## src/rtl/i2c_pkg.sv

```systemverilog
// Shared definitions for the I2C byte-level write sequencer.
// Holds the bit-controller command encoding, the byte FSM state
// enum, the latched-byte payload and a helper for data-bit commands.
package i2c_pkg;

  localparam int unsigned ADDR_W = 7;
  localparam int unsigned DATA_W = 8;
  localparam int unsigned CMD_W  = 3;
  localparam int unsigned CNT_W  = 3;

  // Command encoding understood by the bit controller.
  typedef enum logic [CMD_W-1:0] {
    BIT_IDLE   = 3'b000,
    BIT_START  = 3'b010,
    BIT_STOP   = 3'b011,
    BIT_DATA_0 = 3'b100,
    BIT_DATA_1 = 3'b101,
    BIT_ACK    = 3'b110,
    BIT_NACK   = 3'b111
  } bit_cmd_e;

  typedef enum logic [3:0] {
    ST_IDLE,
    ST_START,
    ST_ADDR,
    ST_ADDR_ACK,
    ST_LOAD,
    ST_DATA,
    ST_DATA_ACK,
    ST_STOP,
    ST_DONE
  } state_e;

  // Byte currently being shifted out; the address phase reuses it with last=0.
  typedef struct packed {
    logic [DATA_W-1:0] data;
    logic              last;
  } tx_byte_t;

  function automatic bit_cmd_e data_cmd(input logic b);
    return b ? BIT_DATA_1 : BIT_DATA_0;
  endfunction

endpackage

```

## src/rtl/i2c_bit_issuer.sv

```systemverilog
// Owns the bit_go/bit_finish handshake with the bit controller.
// Ports:
//   clock, reset_n  - clock and async active-low reset
//   issue, command  - request from the byte FSM; taken only while bit_go=0
//   issued          - the current command finished this cycle (combinational)
//   bit_go          - registered command request to the bit controller
//   bit_command     - registered command, stable while bit_go=1
//   bit_finish      - completion from the bit controller; ignored while bit_go=0
module i2c_bit_issuer
  import i2c_pkg::*;
(
  input  logic             clock,
  input  logic             reset_n,
  input  logic             issue,
  input  bit_cmd_e         command,
  output logic             issued,
  output logic             bit_go,
  output logic [CMD_W-1:0] bit_command,
  input  logic             bit_finish
);

  // bit_go drops the cycle after finish is seen; a request in that
  // low cycle raises it again, giving exactly one gap cycle.
  always_ff @(posedge clock or negedge reset_n) begin
    if (!reset_n) begin
      bit_go      <= 1'b0;
      bit_command <= BIT_IDLE;
    end else if (bit_go) begin
      if (bit_finish) begin
        bit_go      <= 1'b0;
        bit_command <= BIT_IDLE;
      end
    end else if (issue) begin
      bit_go      <= 1'b1;
      bit_command <= command;
    end
  end

  assign issued = bit_go & bit_finish;

endmodule

```

## src/rtl/i2c_master_byte.sv

```systemverilog
// Byte-level I2C write sequencer feeding the bit controller.
// Frames START, 7-bit address + W, data bytes with per-byte ACK checks, STOP.
// Ports:
//   clock, reset_n      - clock and async active-low reset
//   start, addr         - begin a write to addr; ignored while busy
//   tx_data, tx_valid,
//   tx_last, tx_ready   - upstream byte stream; tx_ready is combinational
//                         (pulses in the LOAD cycle that takes the byte)
//   busy, done          - transaction in flight / one-cycle completion pulse
//   ack_error, underrun - status, valid with done, cleared by next start
//   bit_command, bit_go,
//   bit_finish, sda_in  - bit controller handshake and sampled SDA level
module i2c_master_byte
  import i2c_pkg::*;
(
  input  logic              clock,
  input  logic              reset_n,
  input  logic              start,
  input  logic [ADDR_W-1:0] addr,
  input  logic [DATA_W-1:0] tx_data,
  input  logic              tx_valid,
  input  logic              tx_last,
  output logic              tx_ready,
  output logic              busy,
  output logic              done,
  output logic              ack_error,
  output logic              underrun,
  output logic [CMD_W-1:0]  bit_command,
  output logic              bit_go,
  input  logic              bit_finish,
  input  logic              sda_in
);

  state_e           state_q, state_d;
  tx_byte_t         byte_q, byte_d;
  logic [CNT_W-1:0] cnt_q, cnt_d;
  logic             ack_error_d, underrun_d;
  logic             issue, issued;
  bit_cmd_e         command;

  i2c_bit_issuer u_issuer (
    .clock       (clock),
    .reset_n     (reset_n),
    .issue       (issue),
    .command     (command),
    .issued      (issued),
    .bit_go      (bit_go),
    .bit_command (bit_command),
    .bit_finish  (bit_finish)
  );

  // State and datapath registers.
  always_ff @(posedge clock or negedge reset_n) begin
    if (!reset_n) begin
      state_q   <= ST_IDLE;
      byte_q    <= '0;
      cnt_q     <= '0;
      busy      <= 1'b0;
      done      <= 1'b0;
      ack_error <= 1'b0;
      underrun  <= 1'b0;
    end else begin
      state_q   <= state_d;
      byte_q    <= byte_d;
      cnt_q     <= cnt_d;
      busy      <= (state_d != ST_IDLE);
      done      <= (state_d == ST_DONE);
      ack_error <= ack_error_d;
      underrun  <= underrun_d;
    end
  end

  // Next-state and command selection. Command states keep issue high;
  // the issuer only takes it in the gap cycle after the previous finish.
  always_comb begin
    state_d     = state_q;
    byte_d      = byte_q;
    cnt_d       = cnt_q;
    ack_error_d = ack_error;
    underrun_d  = underrun;
    issue       = 1'b0;
    command     = BIT_IDLE;
    tx_ready    = 1'b0;

    case (state_q)
      ST_IDLE: begin
        if (start) begin
          issue       = 1'b1;
          command     = BIT_START;
          byte_d.data = {addr, 1'b0};
          byte_d.last = 1'b0;
          cnt_d       = CNT_W'(DATA_W - 1);
          ack_error_d = 1'b0;
          underrun_d  = 1'b0;
          state_d     = ST_START;
        end
      end

      ST_START: begin
        issue   = 1'b1;
        command = BIT_START;
        if (issued) begin
          state_d = ST_ADDR;
        end
      end

      ST_ADDR, ST_DATA: begin
        issue   = 1'b1;
        command = data_cmd(byte_q.data[cnt_q]);
        if (issued) begin
          if (cnt_q == '0) begin
            state_d = (state_q == ST_ADDR) ? ST_ADDR_ACK : ST_DATA_ACK;
          end else begin
            cnt_d = cnt_q - CNT_W'(1);
          end
        end
      end

      // NACK releases SDA so the slave can drive its acknowledge.
      ST_ADDR_ACK, ST_DATA_ACK: begin
        issue   = 1'b1;
        command = BIT_NACK;
        if (issued) begin
          if (sda_in) begin
            ack_error_d = 1'b1;
            state_d     = ST_STOP;
          end else if (state_q == ST_DATA_ACK && byte_q.last) begin
            state_d = ST_STOP;
          end else begin
            state_d = ST_LOAD;
          end
        end
      end

      // LOAD sits in the gap cycle, so it issues the next command directly.
      ST_LOAD: begin
        issue = 1'b1;
        if (tx_valid) begin
          tx_ready    = 1'b1;
          byte_d.data = tx_data;
          byte_d.last = tx_last;
          cnt_d       = CNT_W'(DATA_W - 1);
          command     = data_cmd(tx_data[DATA_W-1]);
          state_d     = ST_DATA;
        end else begin
          underrun_d = 1'b1;
          command    = BIT_STOP;
          state_d    = ST_STOP;
        end
      end

      ST_STOP: begin
        issue   = 1'b1;
        command = BIT_STOP;
        if (issued) begin
          state_d = ST_DONE;
        end
      end

      ST_DONE: begin
        state_d = ST_IDLE;
      end

      default: begin
        state_d = ST_IDLE;
      end
    endcase
  end

endmodule

```

## config.mk

```make
export PLATFORM = sky130hd
export DESIGN_NAME = i2c_master_byte
export DESIGN_NICKNAME = d
export VERILOG_FILES = /design/src/rtl/i2c_pkg.sv /design/src/rtl/i2c_bit_issuer.sv /design/src/rtl/i2c_master_byte.sv
export SDC_FILE = /design/constraint.sdc
export NUM_CORES = 1
export LEC_CHECK = 0
export ABC_AREA = 0
export CAP_MARGIN = 5
export CORE_MARGIN = 2
export CORE_UTILIZATION = 51
export CTS_BUF_LIST = sky130_fd_sc_hd__clkbuf_8
export CTS_CLUSTER_SIZE = 20
export DETAILED_ROUTE_END_ITERATION = 16
export GPL_TIMING_DRIVEN = 0
export PLACE_DENSITY_LB_ADDON = 0.15
export SETUP_SLACK_MARGIN = 0.2
export SYNTH_ARGS = -nofsm -noshare
export SYNTH_HDL_FRONTEND = slang
export SYNTH_SLANG_ARGS = --single-unit
```

## constraint.sdc

```tcl
create_clock -name clock -period 2.3 [get_ports clock]
set_input_delay 0.575 -clock clock [delete_from_list [all_inputs] [get_ports clock]]
set_output_delay 0.575 -clock clock [all_outputs]
set_load 0.005 [all_outputs]
```

==> run summary <==
outcome -> completed
Die Y-Extent -> 55.7 µm
Seq/Total Area, Yosys -> 44.0%
All-Layer GR Usage -> 22.0%
Synth cell types -> 38
post-synthesis async set-or-reset flop share -> 100%
hpwl dp -> 2270 µm
Syn Area/Cell -> 9.48 µm²
antenna violations before repair -> 0
Worst EP arrival -> 2.21 ns
top post-synthesis cells by count -> 24 x dfrtp_1, 17 x nor2_1, 14 x a21oi_1
Post-synth EDFFs -> 0
die area -> 3110 µm²
Post-Syn Area -> 1370 µm²
Rel. slew slack -> 28.6%
DR vias -> 1198
Pre-antenna DRT Iters -> 4
Max Cap Viol -> 0
Place WS -> -0.199 ns
post-route insts no fill -> 215
critical-path maximum fanout -> 5
RSZ-0062 raised after global routing -> no
register bit total from synthesis -> 24
Yosys top cell by area -> dfrtp_1
Finished Core Util -> 73.9%
CP Class -> register to register
TritonCTS buffer count -> 3
worst path cell trace -> buf_4 -> or3b_4 -> a2111oi_4 -> mux2_4 -> o21a_1
Hold Path Cell Cnt -> 2
crit path time final -> 2.05 ns
max incr delay on CP -> 0.51 ns
most common cell in the netlist -> dfrtp_1
worst reg-to-reg setup slack -> 0.25 ns
Worst Hold Class -> register to register
setup slack after layout -> 0.251 ns
Pleak -> 0.776 nW
worst vdd ir -> 0.961 mV
Clk Latency, worst-skew pair -> 0.26 ns
clock slew at reported path FFs -> 0.08 ns
ranking of synthesized cells by area -> dfrtp_1 44%, mux2i_1 6.6%, a21oi_1 5.1%
grt ovf -> 0
Setup crit start kind -> register
Initial Util -> 54.6%
DR DRC count -> 0
RD Place Congestion -> 0.877
Final period util -> 89.1%
reg2reg end -> cnt_q[2]$_DFFE_PN0P_
Final nets -> 211
Synth Warn # -> 0
port buffer count -> 30
Yosys top cell area share -> 44.0%
reg-to-reg startpoint -> state_q[2]$_DFF_PN0_
pwr/cell area -> 1180 nW/µm²
wirelength, routed -> 3090 µm
ANT nets after route -> 0
share of layout cells above drive strength 1 -> 15.7%
Clock Path Buffers -> 2
R2R cell count -> 5
placed instance area -> 1700 µm²
Setup crit end kind -> register
Slowest-stage cell, CP -> a2111oi_4
H-tree depth -> 1
synthesized instance count -> 144
first-pass GRT wire length -> 5420 µm
vias in the first global route -> 1171
Ports -> 31
largest net degree at the start of global routing -> 25
endpoints failing hold -> 0
Slew Limit Fails -> 0
vias per inst -> 5.57
TritonCTS clock tree -> done
Synthesized Nets -> 168
Std-Cell Rows -> 18
placed cells -> 204
Final Instance Area -> 1850 µm²
hold_buf cts -> 0
Ant. Diodes -> 0
Final setup viols -> 0
clk root buf -> clkbuf_8
area delta synth->final -> 35.3%
Hold EP -> u_issuer.bit_command[2]$_DFFE_PN0P_
core area -> 2500 µm²
Starting DRT DRC Count -> 47
clock sinks -> 24
Die X -> 55.7 µm
Slew @ Worst Pin -> 1.07 ns
fmax -> 0.488 GHz
Total Neg Setup Slack -> 0 ns
Main synth FF type -> dfrtp_1
hold path start -> u_issuer.bit_command[2]$_DFFE_PN0P_
Worst Skew -> 0.00260 ns
WP data required -> 2.46 ns
average wire per standard cell -> 14.3 µm
logic make-up (layout without fill, tap and decap cells):
group           Yosys count  count (layout)  synth area share (%)
buf+inv                  17              58                  5.50
flops                    24              24                  44.0
fa+ha+maj                 2               2                  1.83
simple gates             53              53                  19.3
mux                      12              12                  11.0
compound gates           35              35                  17.7
xor+xnor                  1               1                 0.642
metrics by stage:
stage / total power [mW] / hold slack, ns
after CTS: 2.15 / 0.525
after detailed placement: 1.80 / 0.507
final: 2.18 / 0.511
after global placement: 1.77 / 0.481
after floorplan: 1.46 / 0.279
after global routing: 2.37 / 0.549
routing by layer:
metal / GRT usage (%) / vias to the layer above / part of all wire (%)
li1: - / 596 / -
met4: 6.27 / 0 / 0.68
met2: 34.9 / 38 / 48
met3: 2.79 / 4 / 4.5
met1: 31.6 / 560 / 47
met5: 0 / - / 0
layout make-up:
cell class                      instances  area, µm²
Tap cell                               30       37.5
Clock buffer                            3       41.3
Buffer                                  9       48.8
Timing Repair Buffer                   38        360
Fill cell                             183        653
Inverter                                8       30.0
Sequential cell                        24        603
Multi-Input combinational cell        103        726
placed cells by master, fill, tap and decap left out, drive strengths merged:
cell            n
o2bb2ai         2
o31ai           1
or3             1
nand2b          2
a211oi          1
nor2b           4
a2111oi         2
a311o           1
dfrtp          24
mux2            1
a31oi           3
or3b            1
nand3b          1
dlygate4sd2     2
nor3            7
and2            2
buf            12
dlymetal6s2s    1
nor2           17
mux2i           9
nand2           8
o41ai           1
a21oi          14
mux4            2
o22ai           1
clkbuf          8
nor4            3
o221ai          1
or4             1
o21bai          1
o21a            1
nor4b           1
o211a           1
o21ai           5
xnor2           1
inv             8
ha              2
nand3           5
clkdlybuf4s50  27
how the worst max path moves through the flow:
stage | from | endpoint | cells past startpoint
floorplan | state_q[0]$_DFF_PN0_ | cnt_q[2]$_DFFE_PN0P_ | 5
global placement | tx_valid | tx_ready | 4
CTS | start | u_issuer.bit_command[0]$_DFFE_PN0P_ | 6
detailed placement | tx_valid | tx_ready | 4
global route | state_q[2]$_DFF_PN0_ | cnt_q[2]$_DFFE_PN0P_ | 5
finish | state_q[2]$_DFF_PN0_ | cnt_q[2]$_DFFE_PN0P_ | 5
report_power, final:
| group | switching (mW) | total (mW) | internal [mW] |
|---|---|---|---|
| clock network | 0.122 | 0.239 | 0.117 |
| logic | 0.585 | 1.19 | 0.610 |
| registers | 0.137 | 0.747 | 0.610 |
flip-flops by register name (all words and copies together), names as in the netlist:
signal                cells
byte_q                    9
state_q                   4
cnt_q                     3
u_issuer.bit_command      3
ack_error                 1
busy                      1
done                      1
u_issuer.bit_go           1
underrun                  1
critical path: cells and delay by family (launching register included):
family,cells,cell delay [ns]
AND/OR/NAND/NOR,1,0.39
buffers and inverters,1,0.16
multiplexers,1,0.34
AO/OA/AOI/OAI,2,0.67
flip-flops,1,0.38
timing repair:
| action | CTS | global route |
|---|---|---|
| pin swaps | 2 | 1 |
| endpoints found under the setup margin | 2 | 2 |
| gates resized for setup | 13 | 3 |
| buffers inserted | 5 | 3 |
| cloned | 0 | 0 |
(Power assumes the default switching activity.)
